<file path="config.mk">
export PLATFORM = sky130hd
export DESIGN_NAME = operand_fetch
export DESIGN_NICKNAME = d
export VERILOG_FILES = /design/src/rtl/cpu_pkg.sv /design/src/rtl/fwd_mux.sv /design/src/rtl/operand_fetch.sv
export SDC_FILE = /design/constraint.sdc
export NUM_CORES = 1
export LEC_CHECK = 0
export ABC_AREA = 1
export CAP_MARGIN = 20
export CORE_ASPECT_RATIO = 0.7
export CORE_UTILIZATION = 30
export CTS_BUF_LIST = sky130_fd_sc_hd__clkbuf_2 sky130_fd_sc_hd__clkbuf_4 sky130_fd_sc_hd__clkbuf_8
export DETAILED_ROUTE_END_ITERATION = 10
export PLACE_DENSITY_LB_ADDON = 0.05
export SLEW_MARGIN = 20
export SYNTH_ARGS = -nofsm -noshare
export SYNTH_HDL_FRONTEND = slang
export SYNTH_SLANG_ARGS = --single-unit
</file>
<file path="constraint.sdc">
create_clock -name clk -period 4.34 [get_ports clk]
set_clock_uncertainty 0.1 [all_clocks]
set_input_delay 1.302 -clock clk [delete_from_list [all_inputs] [get_ports clk]]
set_output_delay 1.302 -clock clk [all_outputs]
set_load 0.1 [all_outputs]
</file>
<file path="src/rtl/cpu_pkg.sv">
`default_nettype none
// +--------------------------------------------------------------------+
// | cpu_pkg : shared widths and operand-fetch state encoding           |
// | rev 1.0                                                            |
// +--------------------------------------------------------------------+
package cpu_pkg;

  localparam int DW = 32;
  localparam int AW = 5;

  typedef enum logic [0:0] {
    RUN      = 1'b0,
    LU_STALL = 1'b1
  } of_state_e;

endpackage
`default_nettype wire

</file>
<file path="src/rtl/fwd_mux.sv">
`default_nettype none
// +--------------------------------------------------------------------+
// | fwd_mux : resolves one source operand from EX/MEM/WB or file data  |
// | rev 1.0                                                            |
// +--------------------------------------------------------------------+
module fwd_mux #(
  parameter int DW = cpu_pkg::DW,
  parameter int AW = cpu_pkg::AW
) (
  input  logic [AW-1:0] src,
  input  logic          ex_en,
  input  logic [AW-1:0] ex_rd,
  input  logic [DW-1:0] ex_data,
  input  logic          mem_en,
  input  logic [AW-1:0] mem_rd,
  input  logic [DW-1:0] mem_data,
  input  logic          wb_en,
  input  logic [AW-1:0] wb_rd,
  input  logic [DW-1:0] wb_data,
  input  logic [DW-1:0] file_data,
  output logic [DW-1:0] val
);

  // Youngest producer wins; WB covers the file's read-old-during-write behaviour.
  always_comb begin
    val = file_data;
    if (src == '0) begin
      val = '0;
    end else if (ex_en && (ex_rd == src)) begin
      val = ex_data;
    end else if (mem_en && (mem_rd == src)) begin
      val = mem_data;
    end else if (wb_en && (wb_rd == src)) begin
      val = wb_data;
    end
  end

endmodule
`default_nettype wire

</file>
<file path="src/rtl/operand_fetch.sv">
`default_nettype none
// +--------------------------------------------------------------------+
// | operand_fetch : register-read stage with forwarding and load-use   |
// | interlock, registered valid/ready output toward EX                 |
// | rev 1.0                                                            |
// +--------------------------------------------------------------------+
module operand_fetch
  import cpu_pkg::of_state_e, cpu_pkg::RUN, cpu_pkg::LU_STALL;
#(
  parameter int DW = cpu_pkg::DW,
  parameter int AW = cpu_pkg::AW,
  parameter int CW = 16
) (
  input  logic          clk,
  input  logic          rst,
  input  logic          in_valid,
  output logic          in_ready,
  input  logic [AW-1:0] in_rs,
  input  logic [AW-1:0] in_rt,
  input  logic [AW-1:0] in_rd,
  input  logic          in_wen,
  input  logic          in_is_load,
  output logic [AW-1:0] ra,
  output logic [AW-1:0] rb,
  input  logic [DW-1:0] busa,
  input  logic [DW-1:0] busb,
  input  logic          ex_fwd_en,
  input  logic [AW-1:0] ex_fwd_rd,
  input  logic [DW-1:0] ex_fwd_data,
  input  logic          mem_fwd_en,
  input  logic [AW-1:0] mem_fwd_rd,
  input  logic [DW-1:0] mem_fwd_data,
  input  logic          wb_en,
  input  logic [AW-1:0] wb_rd,
  input  logic [DW-1:0] wb_data,
  input  logic          ex_adv,
  input  logic          flush,
  output logic          out_valid,
  input  logic          out_ready,
  output logic [DW-1:0] out_opa,
  output logic [DW-1:0] out_opb,
  output logic [AW-1:0] out_rd,
  output logic          out_wen,
  output logic          out_is_load,
  output logic [CW-1:0] stall_cnt
);

  of_state_e     state_q, state_d;
  logic          out_valid_q, out_valid_d;
  logic [DW-1:0] opa_q, opa_d;
  logic [DW-1:0] opb_q, opb_d;
  logic [AW-1:0] rd_q, rd_d;
  logic          wen_q, wen_d;
  logic          is_load_q, is_load_d;
  logic          ld_pend_q, ld_pend_d;
  logic [AW-1:0] ld_rd_q, ld_rd_d;
  logic [CW-1:0] stall_cnt_q, stall_cnt_d;

  logic          hazard;
  logic          xfer;
  logic          accept;
  logic          ld_set;
  logic [DW-1:0] opa_res;
  logic [DW-1:0] opb_res;

  assign ra = in_rs;
  assign rb = in_rt;

  fwd_mux #(.DW(DW), .AW(AW)) u_fwd_a (
    .src       (in_rs),
    .ex_en     (ex_fwd_en),
    .ex_rd     (ex_fwd_rd),
    .ex_data   (ex_fwd_data),
    .mem_en    (mem_fwd_en),
    .mem_rd    (mem_fwd_rd),
    .mem_data  (mem_fwd_data),
    .wb_en     (wb_en),
    .wb_rd     (wb_rd),
    .wb_data   (wb_data),
    .file_data (busa),
    .val       (opa_res)
  );

  fwd_mux #(.DW(DW), .AW(AW)) u_fwd_b (
    .src       (in_rt),
    .ex_en     (ex_fwd_en),
    .ex_rd     (ex_fwd_rd),
    .ex_data   (ex_fwd_data),
    .mem_en    (mem_fwd_en),
    .mem_rd    (mem_fwd_rd),
    .mem_data  (mem_fwd_data),
    .wb_en     (wb_en),
    .wb_rd     (wb_rd),
    .wb_data   (wb_data),
    .file_data (busb),
    .val       (opb_res)
  );

  assign hazard = ld_pend_q && ((ld_rd_q == in_rs) || (ld_rd_q == in_rt));
  assign xfer   = out_valid_q && out_ready;
  assign accept = in_valid && in_ready && !flush;
  assign ld_set = xfer && is_load_q && wen_q && (rd_q != '0);

  always_comb begin
    in_ready = 1'b0;
    if (state_q == RUN) begin
      in_ready = !hazard && (!out_valid_q || out_ready);
    end
  end

  always_comb begin
    out_valid_d = out_valid_q;
    opa_d       = opa_q;
    opb_d       = opb_q;
    rd_d        = rd_q;
    wen_d       = wen_q;
    is_load_d   = is_load_q;
    ld_pend_d   = ld_pend_q;
    ld_rd_d     = ld_rd_q;
    stall_cnt_d = stall_cnt_q;
    state_d     = RUN;

    if (flush) begin
      out_valid_d = 1'b0;
      ld_pend_d   = 1'b0;
    end else begin
      if (accept) begin
        out_valid_d = 1'b1;
        opa_d       = opa_res;
        opb_d       = opb_res;
        rd_d        = in_rd;
        wen_d       = in_wen;
        is_load_d   = in_is_load;
      end else if (xfer) begin
        out_valid_d = 1'b0;
      end
      // A load entering EX outranks the retirement of the previous one.
      if (ld_set) begin
        ld_pend_d = 1'b1;
        ld_rd_d   = rd_q;
      end else if (ex_adv) begin
        ld_pend_d = 1'b0;
      end
      // Stay stalled only while the load will still be pending next cycle.
      if (((state_q == LU_STALL) || (in_valid && hazard)) && ld_pend_d) begin
        state_d = LU_STALL;
      end
    end

    if (in_valid && hazard && (stall_cnt_q != '1)) begin
      stall_cnt_d = stall_cnt_q + CW'(1);
    end
  end

  always_ff @(posedge clk or posedge rst) begin
    if (rst) begin
      state_q     <= RUN;
      out_valid_q <= 1'b0;
      opa_q       <= '0;
      opb_q       <= '0;
      rd_q        <= '0;
      wen_q       <= 1'b0;
      is_load_q   <= 1'b0;
      ld_pend_q   <= 1'b0;
      ld_rd_q     <= '0;
      stall_cnt_q <= '0;
    end else begin
      state_q     <= state_d;
      out_valid_q <= out_valid_d;
      opa_q       <= opa_d;
      opb_q       <= opb_d;
      rd_q        <= rd_d;
      wen_q       <= wen_d;
      is_load_q   <= is_load_d;
      ld_pend_q   <= ld_pend_d;
      ld_rd_q     <= ld_rd_d;
      stall_cnt_q <= stall_cnt_d;
    end
  end

  assign out_valid   = out_valid_q;
  assign out_opa     = opa_q;
  assign out_opb     = opb_q;
  assign out_rd      = rd_q;
  assign out_wen     = wen_q;
  assign out_is_load = is_load_q;
  assign stall_cnt   = stall_cnt_q;

endmodule
`default_nettype wire

</file>
## Yosys cells after proc, flatten, opt, wreduce, memory -nomap -nowiden

Index checks and enable logic that the tools add are counted.

- $add $sub $neg: 1
- Eq/ne operators: 9
- Muxes and demuxes: 18
- Bitwise gates (word level): 1
- Reductions and logical operators: 29

Operators by type and width:

| operator | number |
|---|---|
| 32-bit two-way mux | 8 |
| 5-bit == test | 8 |
| 1-bit logical AND | 17 |
| 16-bit by 1-bit adder with 16-bit output (second input constant) | 1 |
| 16-bit inequality test (second input constant) | 1 |
| 5-bit zero test | 2 |
| 1-bit two-way mux | 10 |
| 5-bit nonzero test | 1 |
| 2-bit AND reduction | 2 |
| 1-bit zero test | 3 |
| 1-bit logical OR | 3 |
| 3-bit nonzero test | 1 |
| 1-bit inverter | 1 |

- Register bits: 95
- Word-level logic and storage cells: 68

## Longest topological paths before layout

Gate-level depths: netlist of run 1.

- Word-level depth: 10
- Mapped depth: 12
- Depth with buffers taken out: 11

## By module

From an unflattened synthesis of run 1, not the netlist that was laid out.

- Cells, all modules: 1387
- Area total of the unflattened synthesis: 8592.0 sq um

By module, submodules not included:

| module | instances | cells each | area each (sq um) |
|---|---|---|---|
| operand_fetch | 1 | 545 | 4525.6 |
| fwd_mux | 2 | 421 | 2033.2 |

## Least setup slack after synthesis of run 1

Ideal clock, no wire load.

- Path kind: input -> output
- Start point: input in_rs[2]
- End point: output in_ready
- Arrival: 3.812 ns
- Path slack: -0.874 ns
- Cell stages on the path: 9
- Cells stage by stage: inv_2 > nand2_1 > nand2_1 > nor2_1 > nand3_1 > nand2_1 > nand2_2 > inv_1 > nor3_1

- Cells in the longest elaborated chain, start to end: 6

Ends and longest elaborated chain:

| what | line | text |
|---|---|---|
| from (decl) | operand_fetch.sv:18 | `input logic [AW-1:0] in_rs,` |
| 5-bit == test | operand_fetch.sv:99 | `assign hazard = ld_pend_q && ((ld_rd_q == in_rs) \|\| (ld_rd_q == in_rt));` |
| 1-bit logical OR | operand_fetch.sv:99 |  |
| 1-bit logical AND | operand_fetch.sv:99 |  |
| 1-bit zero test | operand_fetch.sv:107 | `in_ready = !hazard && (!out_valid_q \|\| out_ready);` |
| 1-bit logical AND | operand_fetch.sv:107 |  |
| 1-bit two-way mux | operand_fetch.sv:106 | `if (state_q == RUN) begin` |
| to (decl) | operand_fetch.sv:17 | `output logic in_ready,` |

Every way passes these cells.

## Final worst setup path of run 1

- Start point: input in_rs[3]
- End point: output in_ready

The elaborated chain is that of the path after synthesis.

==> impl_metrics.toml, run 1 <==
[setup_path]
critPathKind = "primary input to primary output"
r2r_start = "ld_rd_q[0]$_DFFE_PP0P_"
slowest_stage = "clkdlybuf4s50_1"
rr_worst_depth = 12
critPathMostFrequentCell = "nand2_1"
path_max_fanout = 4
crit_path_end_kind = "primary output"
rr_endpoint = "out_opb[18]$_DFFE_PP0P_"
rrSetupSlack_ns = 1.84
critPathLaunchType = "primary input"
crit_required_ns = 2.94
cp_cell_sequence = "clkdlybuf4s50_1 -> inv_2 -> nand2_1 -> nand2_1 -> nor2_1 -> nand3_1 -> nand2_1 -> nand2_2 -> inv_1 -> nor3_4 -> buf_12"
arrival_ns = 2.83
max_stage_delay_ns = 0.53

[synthesis]
synth_area_leaders = "dfrtp_1, nand2_1, nand4_1, nand3_1, inv_1"
synth_edf_count = 0
synth-xor-area-share = 0.0223
synth_top_family_by_area = "simple AND/OR/NAND/NOR gates"
synth_area_um2 = 7480
ys_warn_count = 0
synth_nets = 1381
synth.avg_cell_area_um2 = 6.34
muxShareOfSynthArea = 0
yosysSeqAreaShare = 0.318
synth_ff_type = "dfrtp_1"
synthSimpleGateAreaFrac = 0.530
syn_inst = 1179
yosys.area.top_type = "dfrtp_1"
ys_types = 31
synth-compound-area-share = 0.0236
async_reset_ff_frac = 1.00
synth_top_area_frac = 0.318
ys_ff_latch = 95
synthAdderAreaFrac = 0.00167

[floorplan]
core_um2 = 24100
initial_core_util = 0.311
io_pins = 300
die-width_um = 191
num_rows = 47
dieHeight_um = 134
dieArea_um2 = 25600

[detailed_routing]
vias = 9620
route.met3.wl_mm = 4.57
drc = 0
vias_per_cell = 5.49
ant_nets = 0
top_layer = "met5"
drt_iter0_drc = 999
totalWireLength_mm = 37.2
dr_wl_met2_mm = 16.0
met1Wirelength_mm = 15.8
drtPass1Iterations = 5
wl_per_cell_um = 21.2

[hold_path]
min-delay-start = "out_opa[21]$_DFFE_PP0P_"
min_path_type = "flop to flop"
min_delay_path_depth = 2
hold_path_end = "out_opa[21]$_DFFE_PP0P_"

[placement]
hpwlAfterDp_mm = 25.4
gp_congestion = 0.880
port_buffers = 299
dpl.cell_count = 1736
post_dp_cell_area_um2 = 11000

[sta]
tns_ns = 0
fin_crit_ns = 4.24
rsz0062_at_grt = "no"
tightest_slew_ns = 1.05
fmax_mhz = 236
drv_slew = 0
finalSetupViolCount = 0
final_hold_viol_count = 0
post-route-period-util = 0.976
slew-limit-headroom = 0.299

[finish]
final_cells = 1751
utilization = 0.466
final_area_um2 = 11200
fillers = 2501
area_growth_pct = 50.0
drive_gt1_frac = 0.0761
final_common_cell = "nand2_1"
layout_common_cells = "nand2_1, clkdlybuf4s50_1, nand4_1"
nNetsFinal = 1631

[global_route]
grt_antenna_before_repair = 3
grt_max_degree = 52
grt_pass1_wl_mm = 56.2
grt_use_total = 0.289
grt_overflow_total = 0
grt_pass1_vias = 9552

[clock_network]
clk_pin_slew_ns = 0.10
clock_latency_ns = 0.40
htreeDepth = 3
cts_max_path_buffers = 2
clock-sinks = 95
cts_tree = "done"
cts_root_buffer = "clkbuf_8"
holdBufCountCts = 0
numCtsBuffers = 9

[pwr]
leakagePower_nw = 5.32
irDropWorstVdd_v = 0.000217
pwr_density_cell_nw_per_um2 = 353

[run_status]
status = "complete, no violations"

[job]
drv_cap = 0
synth_stat cells, types with 8 or more instances:
master and n:
clkbuf_1 63, nand2_1 452, inv_1 72, buf_4 18
o21ai_0 15, buf_2 14, dfrtp_1 95, xor2_1 10
nand4_1 195, nand3_1 146, xnor2_1 9, inv_2 10
nor2_2 8, nor2_1 34
critical path: cells and delay by family:
kind	cells	cell delay, ns
buffers and inverters	4	0.95
AND/OR/NAND/NOR	7	0.58
power breakdown:
| group | switching (mW) | internal (mW) |
|---|---|---|
| Clock | 0.364 | 0.351 |
| Combinational | 1.54 | 0.567 |
| Sequential | 0.108 | 1.02 |
kinds of logic after synthesis:
kind of cell / count (synthesis)
buffers and inverters: 181
xor gates and xnor gates: 19
DFF: 95
adders and majority gates: 1
and+or+nand+nor: 851
AOI/OAI and AO/OA: 32
per-stage QoR:
stage / hold WS, ns / worst slack, ns / power, mW
4_1_cts: 0.392 / 0.0742 / 3.97
5_1_grt: 0.410 / 0.0155 / 4.12
6_report: 0.387 / 0.103 / 3.96
3_3_place_gp: 0.366 / -0.184 / 3.25
3_5_place_dp: 0.365 / -0.307 / 3.24
2_1_floorplan: 0.443 / 0.383 / 2.51
sequential cells by signal (all words and copies together) (netlist names):
| register | flops |
|---|---|
| stall_cnt | 16 |
| out_wen | 1 |
| out_valid | 1 |
| ld_rd_q | 5 |
| out_is_load | 1 |
| state_q | 1 |
| ld_pend_q | 1 |
| out_opa | 32 |
| out_rd | 5 |
| out_opb | 32 |
how the worst max path moves through the flow:
stage | from | end | slack, ns | depth (start not counted)
2_1_floorplan | in_rs[2] | in_ready | 0.38 | 9
3_3_place_gp | in_rs[1] | out_opa[11]$_DFFE_PP0P_ | -0.18 | 10
3_5_place_dp | in_rs[1] | out_opa[10]$_DFFE_PP0P_ | -0.31 | 10
4_1_cts | in_rt[4] | in_ready | 0.07 | 11
5_1_grt | in_rs[3] | in_ready | 0.02 | 11
6_report | in_rs[3] | in_ready | 0.10 | 11
layer usage:
layer / track usage / vias up
li1: - / 4481
met1: 0.389 / 4461
met2: 0.433 / 605
met3: 0.0931 / 69
met4: 0.0973 / 4
met5: 0 / -
layout make-up:
type	count	area, um2	share of cell area
repair buffers	338	3420	0.305
clock buffers	11	151	0.0135
well taps	318	398	0.0355
flip-flops and latches	95	2380	0.212
clock inverters	3	67.6	0.00602
diodes	1	2.50	0.000223
multi-input cells	903	4490	0.401
inverters	82	310	0.0277
what timing repair did:
action,CTS,global route
setup buffers,0,0
gates resized for setup,0,2
setup endpoints to repair,0,33
No activity file was read; power rests on OpenSTA's default activity.
==> run 2, diff against run 1 <==
--- a/config.mk
+++ b/config.mk
@@ -7,10 +7,11 @@
 export LEC_CHECK = 0
 export ABC_AREA = 1
 export CAP_MARGIN = 20
-export CORE_ASPECT_RATIO = 0.7
+export CORE_ASPECT_RATIO = 0.8
 export CORE_UTILIZATION = 30
 export CTS_BUF_LIST = sky130_fd_sc_hd__clkbuf_2 sky130_fd_sc_hd__clkbuf_4 sky130_fd_sc_hd__clkbuf_8
 export DETAILED_ROUTE_END_ITERATION = 10
+export HOLD_SLACK_MARGIN = 0.06
 export PLACE_DENSITY_LB_ADDON = 0.05
 export SLEW_MARGIN = 20
 export SYNTH_ARGS = -nofsm -noshare
==> run 2 against run 1 <==
Clock power shrank 14%. Global-route usage shrank 1.1 points. Critical path depth shrank 1. Critical path type unchanged. Routed wire length shrank 3.6%. Largest power group unchanged. Combinational power is essentially flat.
==> impl_metrics.toml, run 2 (synthesis results as in run 1) <==
[pwr]
clkPwrFrac = 0.160
p_sw_frac = 0.528
p_int_mw = 1.81
switchingPower_mw = 2.03
pwr_density_cell_nw_per_um2 = 344
power_frac_comb = 0.547
leakagePower_nw = 5.28
seq_power_share = 0.293
irDropWorstVdd_v = 0.000210

[sta]
layout_setup_ws_ns = 0.158
final_hold_viol_count = 0
finalSetupViolCount = 0
tightest_slew_ns = 1.04
post-route-period-util = 0.964
fin_crit_ns = 4.18
slew-limit-headroom = 0.307
rsz0062_at_grt = "no"
fmax_mhz = 239
drv_slew = 0
tns_ns = 0

[hold_path]
min_path_type = "flop to flop"
hold_path_end = "out_opb[10]$_DFFE_PP0P_"
min_delay_path_depth = 2
min-delay-start = "out_opb[10]$_DFFE_PP0P_"

[global_route]
grt_overflow_total = 0
grt_antenna_before_repair = 1
grt_max_degree = 96
grt_pass1_wl_mm = 53.7
grt_use_total = 0.278
grt_pass1_vias = 9075

[floorplan]
num_rows = 51
dieHeight_um = 143
io_pins = 300
core_um2 = 24400
initial_core_util = 0.307
dieArea_um2 = 25600
die-width_um = 179

[clock_network]
clk_pin_slew_ns = 0.10
cts_resized = 0
clock_latency_ns = 0.40
holdBufCountCts = 0
cts_tree = "done"
clock-sinks = 95
htreeDepth = 3
cts_root_buffer = "clkbuf_8"
cts_max_path_buffers = 2
numCtsBuffers = 9
postCtsSetupBuffers = 0

[setup_path]
crit_path_end_kind = "primary output"
critPathMostFrequentCell = "nand2_1"
critPathKind = "primary input to primary output"
arrival_ns = 2.78
rrSetupSlack_ns = 1.90
max_stage_delay_ns = 0.65
crit_required_ns = 2.94
rr_endpoint = "out_opb[10]$_DFFE_PP0P_"
rr_worst_depth = 12
r2r_start = "ld_rd_q[0]$_DFFE_PP0P_"
path_max_fanout = 6
slowest_stage = "clkdlybuf4s50_1"
critPathLaunchType = "primary input"
cp_cell_sequence = "clkdlybuf4s50_1 -> nand2_1 -> nand2_1 -> nor2_1 -> nand3_1 -> nand2_1 -> nand2_2 -> inv_1 -> nor3_4 -> buf_12"

[placement]
port_buffers = 299
hpwlAfterDp_mm = 24.8
pre_cts_ws_ns = 0.0224
gp_congestion = 0.901
post_dp_cell_area_um2 = 11000

[detailed_routing]
drt_iter0_drc = 1082
ant_nets = 0
drc = 0
wl_per_cell_um = 20.4
drtPass1Iterations = 5
vias_per_cell = 5.34
totalWireLength_mm = 35.8
vias = 9363

[run_status]
status = "complete, no violations"

[finish]
area_growth_pct = 49.3
layout_common_cells = "nand2_1, clkdlybuf4s50_1, nand4_1"
fillers = 2539
nNetsFinal = 1631
final_area_um2 = 11200
final_common_cell = "nand2_1"
multi_input_area_um2 = 4490
utilization = 0.458
seqCellArea_um2 = 2380
drive_gt1_frac = 0.0774

[job]
drv_cap = 0
run 2: worst max-delay path: cells and delay by family:
family                 cells  cell delay [ns]
buffers and inverters      3             0.91
AND/OR/NAND/NOR            7             0.57
run 2: how the worst max path moves through the flow:
stage	cells after the start	end	from
2_1_floorplan	9	in_ready	in_rs[2]
3_3_place_gp	9	out_opa[17]$_DFFE_PP0P_	in_rs[4]
3_5_place_dp	9	out_opa[20]$_DFFE_PP0P_	in_rs[4]
4_1_cts	11	in_ready	in_rs[3]
5_1_grt	10	in_ready	in_rt[4]
6_report	10	in_ready	in_rt[4]
run 2: metrics by stage:
step,instances,power (mW),hold slack [ns]
after floorplan,1179,2.51,0.443
after global placement,1736,3.25,0.364
after detailed placement,1736,3.24,0.365
after CTS,1752,3.87,0.396
after global routing,1752,4.02,0.404
final,1754,3.84,0.388
run 2: area by class of cell:
| class | instances | area share |
|---|---|---|
| multi-input combinational | 903 | 0.402 |
| timing repair buffer | 338 | 0.305 |
| sequential | 95 | 0.213 |
| tap | 318 | 0.0356 |
| inverter | 82 | 0.0278 |
| clock buffer | 9 | 0.0111 |
| clock inverter | 7 | 0.00572 |
| antenna | 2 | 0.000448 |
run 2: layer usage:
metal	track usage	wire, um	vias up
li1	-	-	4481
met1	0.367	14900	4244
met2	0.442	16100	569
met3	0.0740	3980	69
met4	0.0807	839	0
met5	0	0	-
run 2: power by group through the flow:
stage                     Sequential, mW  Clock (mW)  Combinational [mW]
after floorplan                     2.01           0               0.505
after global placement              1.15           0                2.10
after detailed placement            1.14           0                2.09
after CTS                           1.13       0.641                2.10
after global routing                1.14       0.676                2.20
final                               1.13       0.613                2.10
==> edit 1 (flow settings as in run 2) <==
Take the reset off `opa_q`, `opb_q` and `rd_q` and load them in a clocked block of their own.
--- a/src/rtl/operand_fetch.sv
+++ b/src/rtl/operand_fetch.sv
@@ -158,5 +158,2 @@
       out_valid_q <= 1'b0;
-      opa_q       <= '0;
-      opb_q       <= '0;
-      rd_q        <= '0;
       wen_q       <= 1'b0;
@@ -169,5 +166,2 @@
       out_valid_q <= out_valid_d;
-      opa_q       <= opa_d;
-      opb_q       <= opb_d;
-      rd_q        <= rd_d;
       wen_q       <= wen_d;
@@ -178,2 +172,8 @@
     end
+  end
+
+  always_ff @(posedge clk) begin
+    opa_q <= opa_d;
+    opb_q <= opb_d;
+    rd_q  <= rd_d;
   end
Check against the original RTL: not equivalent (Yosys sat finds a counterexample within 4 cycles, from zero or initial values and one cycle with rst high).
==> edit 1 against run 2 <==
  * Register-to-register slack improved by 0.22 ns
  * Wire length fell by 11%
  * Synthesized area rose by 3.9%
  * Sequential cell count did not move
  * Worst setup slack got worse by 0.031 ns
  * Cell area rose by 1.5%
  * Maximum frequency fell by 0.74%
  * Critical path depth rose by 1
  * Power fell by 24%
  * Sequential share of layout area rose by 2.7 points
  * Critical path type unchanged
  * Highest routed layer is now met5
==> edit 1: results (changes against run 2) <==
status: "finished clean"
synth-xor-area-share_pct: 2.254  # +0.029 points
post_cts_buffers: 0  # unchanged
clk_path_buf_depth: 2  # unchanged
antenna_found_initial: 4  # +3
cts.sinks: 95  # unchanged
synth_warnings: 0  # unchanged
slew_violations: 0  # unchanged
via_count: 8535  # -8.8%
synthCells: 1152  # -2.3%
ys_seq_area_share_pct: 35.03  # +3.2 points
cellLeakagePower_nw: 5.380  # +1.8%
cts_buffers: 9  # unchanged
peakVddDrop_mv: 0.1739  # -17%
pre_cts_ws_ns: 0.1380  # +0.1156 ns
gp_congestion: 0.8606  # -4.5%
synthMuxAreaShare_pct: 0  # unchanged
worstPathMaxFanout: 4  # -2
root_buffer: "clkbuf_8"
syn_nets: 1354  # -2.0%
grt_pass1_vias: 8389  # -7.6%
drtIter0Drc: 684  # -37%
clock_latency_ns: 0.40  # about the same
synth_common_cells: "nand2_1 (273), inv_1 (193), nor2_1 (158)"
drive_gt1_share_pct: 7.163  # -0.58 points
async_flop_share_pct: 27.37  # -73 points
fillerInstances: 2686  # +5.8%
tightest_slew_ns: 1.105  # +0.06843 ns
diodes: 0  # -2
dp.cells: 1732  # -0.23%
crit_arrival_ns: 2.81  # +0.03 ns
grt_pass1_wl_mm: 47.87  # -11%
synthAdderAreaFrac_pct: 0.1610  # -0.0063 points
synth_edf_count: 69  # +69
grtUsageTotal_pct: 23.63  # -4.1 points
synthTopCellsByArea: "edfxtp_1 (27%), nand2_1 (13%), nand4_1 (11%)"
ys_types: 32  # +3.2%
dr.pass1.iters: 8  # +3
dp_hpwl_mm: 21.98  # -11%
synth-compound-area-share_pct: 1.401  # -0.96 points
grt_max_degree: 65  # -32%
htreeDepth: 3  # unchanged
wl_mm: 31.72  # -11%
nNetsFinal: 1621  # -0.61%
clkTransAtPathRegs_ns: 0.10  # about the same
port_buffers: 299  # unchanged
multiInputGateArea_mm2: 0.003774  # -16%
cts_resized: 0  # unchanged
hold_path.class: "flop to flop"
viasPerCell: 4.883  # -8.5%
-- edit 1: cell count changes in the layout (fill, tap and decap cells not counted), moves of 8 or more --
cell / before / now
buf_4: 41 / 33
nand2_1: 452 / 273
nor2_1: 29 / 158
nand4_1: 195 / 133
o21ai_0: 15 / 6
edfxtp_1: 0 / 69
inv_1: 71 / 191
dfrtp_1: 95 / 26
-- edit 1: path summary, 6_finish.rpt --
path	start	to	slack, ns	cells past startpoint
setup / recovery	in_rs[4]	in_ready	0.13	11
hold reg to reg	out_is_load	out_is_load	0.43	2
max in group asynchronous	rst	stall_cnt[6]	2.59	2
setup reg to reg	ld_rd_q[0]	out_opa[28]	2.12	10
hold / removal	out_is_load	out_is_load	0.43	2
min in group asynchronous	rst	out_wen	1.16	2
-- edit 1: logic make-up after synthesis --
group,after synthesis
xor gates and xnor gates,20
adders and majority gates,1
and+or+nand+nor,733
AOI/OAI and AO/OA,20
buffers and inverters,283
DFF,95
-- edit 1: critical path, cell delays in order --
cell and delay, ns:
clkdlybuf4s50_1 0.62, inv_2 0.09, nand2_1 0.06, nand2_1 0.05, nor2_1 0.10, nand3_1 0.09
nand2_2 0.10, nand2_1 0.10, nand2_1 0.08, inv_1 0.06, buf_12 0.16
-- edit 1: power breakdown --
group	leakage, nW	switching (mW)	internal (mW)
Sequential	0.997	0.0268	1.04
Clock	0.125	0.370	0.390
Combinational	4.26	0.710	0.376
-- edit 1: layer usage --
layer | part of all wire, % | up-vias | GRT usage (%)
met3 | 8.0 | 54 | 5.531
met2 | 46 | 385 | 39.13
met4 | 2.1 | 4 | 6.513
met5 | 0.085 | - | 0
met1 | 44 | 3848 | 30.75
li1 | - | 4244 | -
-- edit 1: cell type report --
type                            count  area share [%]
Sequential cell                    95           24.02
Clock inverter                      6          0.9493
Timing Repair Buffer              336           30.27
Tap cell                          324           3.577
Inverter                          203           6.734
Multi-Input combinational cell    774           33.29
Clock buffer                       10           1.159
==> edit 2 (flow settings as in run 2) <==
Made on the original files. `DW`: 32 -> 64.
--- a/src/rtl/cpu_pkg.sv
+++ b/src/rtl/cpu_pkg.sv
@@ -7,3 +7,3 @@
 
-  localparam int DW = 32;
+  localparam int DW = 64;
   localparam int AW = 5;
Interface: changed (7 resized); port bits go from 300 to 524. The function was not compared with the original's and may differ.
==> edit 2 against run 2 <==
  * Worst setup slack worse by 0.046 ns
  * Synthesized area is 66% higher
  * Sequential cell count is 64 higher
  * Combinational power is 83% higher
  * Register-to-register slack worse by 0.02 ns
  * Cell area is 70% higher
  * Wire length is 110% higher
  * Count of clock-buffer cells in the layout is 12 higher
  * Power is 80% higher
  * Critical path type unchanged
  * Largest cell class unchanged
  * Largest power group unchanged
==> edit 2: results (changes against run 2) <==
internal_power_mw: 3.203  # +77%
clkTransAtPathRegs_ns: 0.08  # -0.02 ns
topRoutingLayerUsed: "met5"
seq-cell-share_pct: 21.01  # -0.28 points
dp_hpwl_mm: 51.60  # +110%
hold_ws_ns: 0.3789  # -0.008980 ns
min_to: "out_opb[0]"
clockNetworkAreaShare_pct: 1.943  # +0.26 points
wl_mm: 76.69  # +110%
nNonClkInverters: 114  # +39%
multi_input_area_share_pct: 38.92  # -1.3 points
synthTopCellsByArea: "dfrtp_1 (32%), nand2_1 (23%), nand3_1 (16%)"
synth_common_cells: "nand2_1 (771), nand3_1 (404), nand4_1 (259)"
signal_buffers: 583  # +72%
synth-xor-area-share_pct: 1.057  # -1.2 points
grt_pass1_vias: 16155  # +78%
grt_pass1_wl_mm: 111.6  # +110%
pg_clk_mw: 1.14  # +86%
drive_gt1_share_pct: 7.002  # -0.74 points
gp_congestion: 0.9273  # +2.9%
crit_arrival_ns: 2.83  # +0.05 ns
port_buffers: 523  # +75%
startpoint: "in_rt[2]"
route.layer.met1.wl_mm: 31.79  # +110%
htreeDepth: 4  # +1
syn_nets: 2362  # +71%
worstPathMaxFanout: 6  # unchanged
wl_met3_mm: 8.012  # +100%
ys_seq_area_share_pct: 32.00  # +0.21 points
worst_r2r_path_depth: 13  # +1
tightest_slew_ns: 1.102  # +0.06550 ns
cts.sinks: 159  # +67%
nNetsFinal: 2777  # +70%
sequentialPower_mw: 1.92  # +70%
n_clock_buffer: 21  # +12
r2r_start: "ld_rd_q[3]"
swShare_pct: 53.62  # +0.79 points
ys_types: 29  # -6.5%
peakVddDrop_mv: 0.2704  # +29%
grt_max_degree: 121  # +26%
hp-start: "out_opb[0]"
clock_latency_ns: 0.53  # +0.13 ns
grtUsageTotal_pct: 35.52  # +7.7 points
use_met1_pct: 47.32  # +11 points
synth-compound-area-share_pct: 1.600  # -0.76 points
via_count: 17001  # +82%
cts_buffers: 17  # +8
cp_slowest_stage_delay_ns: 0.46  # -0.19 ns
grtUsageMet2_pct: 55.53  # +11 points
dr.pass1.iters: 8  # +3
grtUsageMet3_pct: 9.119  # +1.7 points
status: "finished clean"
cp_num_cells: 12  # +2
drtIter0Drc: 2070  # +91%
multi_input_gates: 1540  # +71%
antenna_found_initial: 25  # +24
## edit 2: cell types whose count changed after synthesis, sizes merged, moves of 3 or more
cell / run 2 / this run
nand2: 453 / 771
nand3: 147 / 404
dfrtp: 95 / 159
nand4: 195 / 259
buf: 36 / 93
inv: 82 / 114
clkbuf: 63 / 94
nand3b: 1 / 5
xor2: 10 / 6
a21oi: 7 / 10
nor2: 43 / 40
nor3: 9 / 6
## edit 2: through the flow
stage,setup slack (ns),area [um^2],std cells,utilization (%)
CTS,0.08478,18840,2970,46.28
floorplan,0.2825,12440,2000,-
global route,0.03947,18920,2987,46.48
detailed placement,0.09267,18470,2938,45.38
global placement,0.1003,18470,2938,45.38
finish,0.1116,18940,2992,46.51
## edit 2: how the worst max path moves through the flow
stage	slack, ns	end
6_report	0.11	in_ready
5_1_grt	0.04	in_ready
4_1_cts	0.08	in_ready
3_5_place_dp	0.09	in_ready
3_3_place_gp	0.10	in_ready
2_1_floorplan	0.28	in_ready
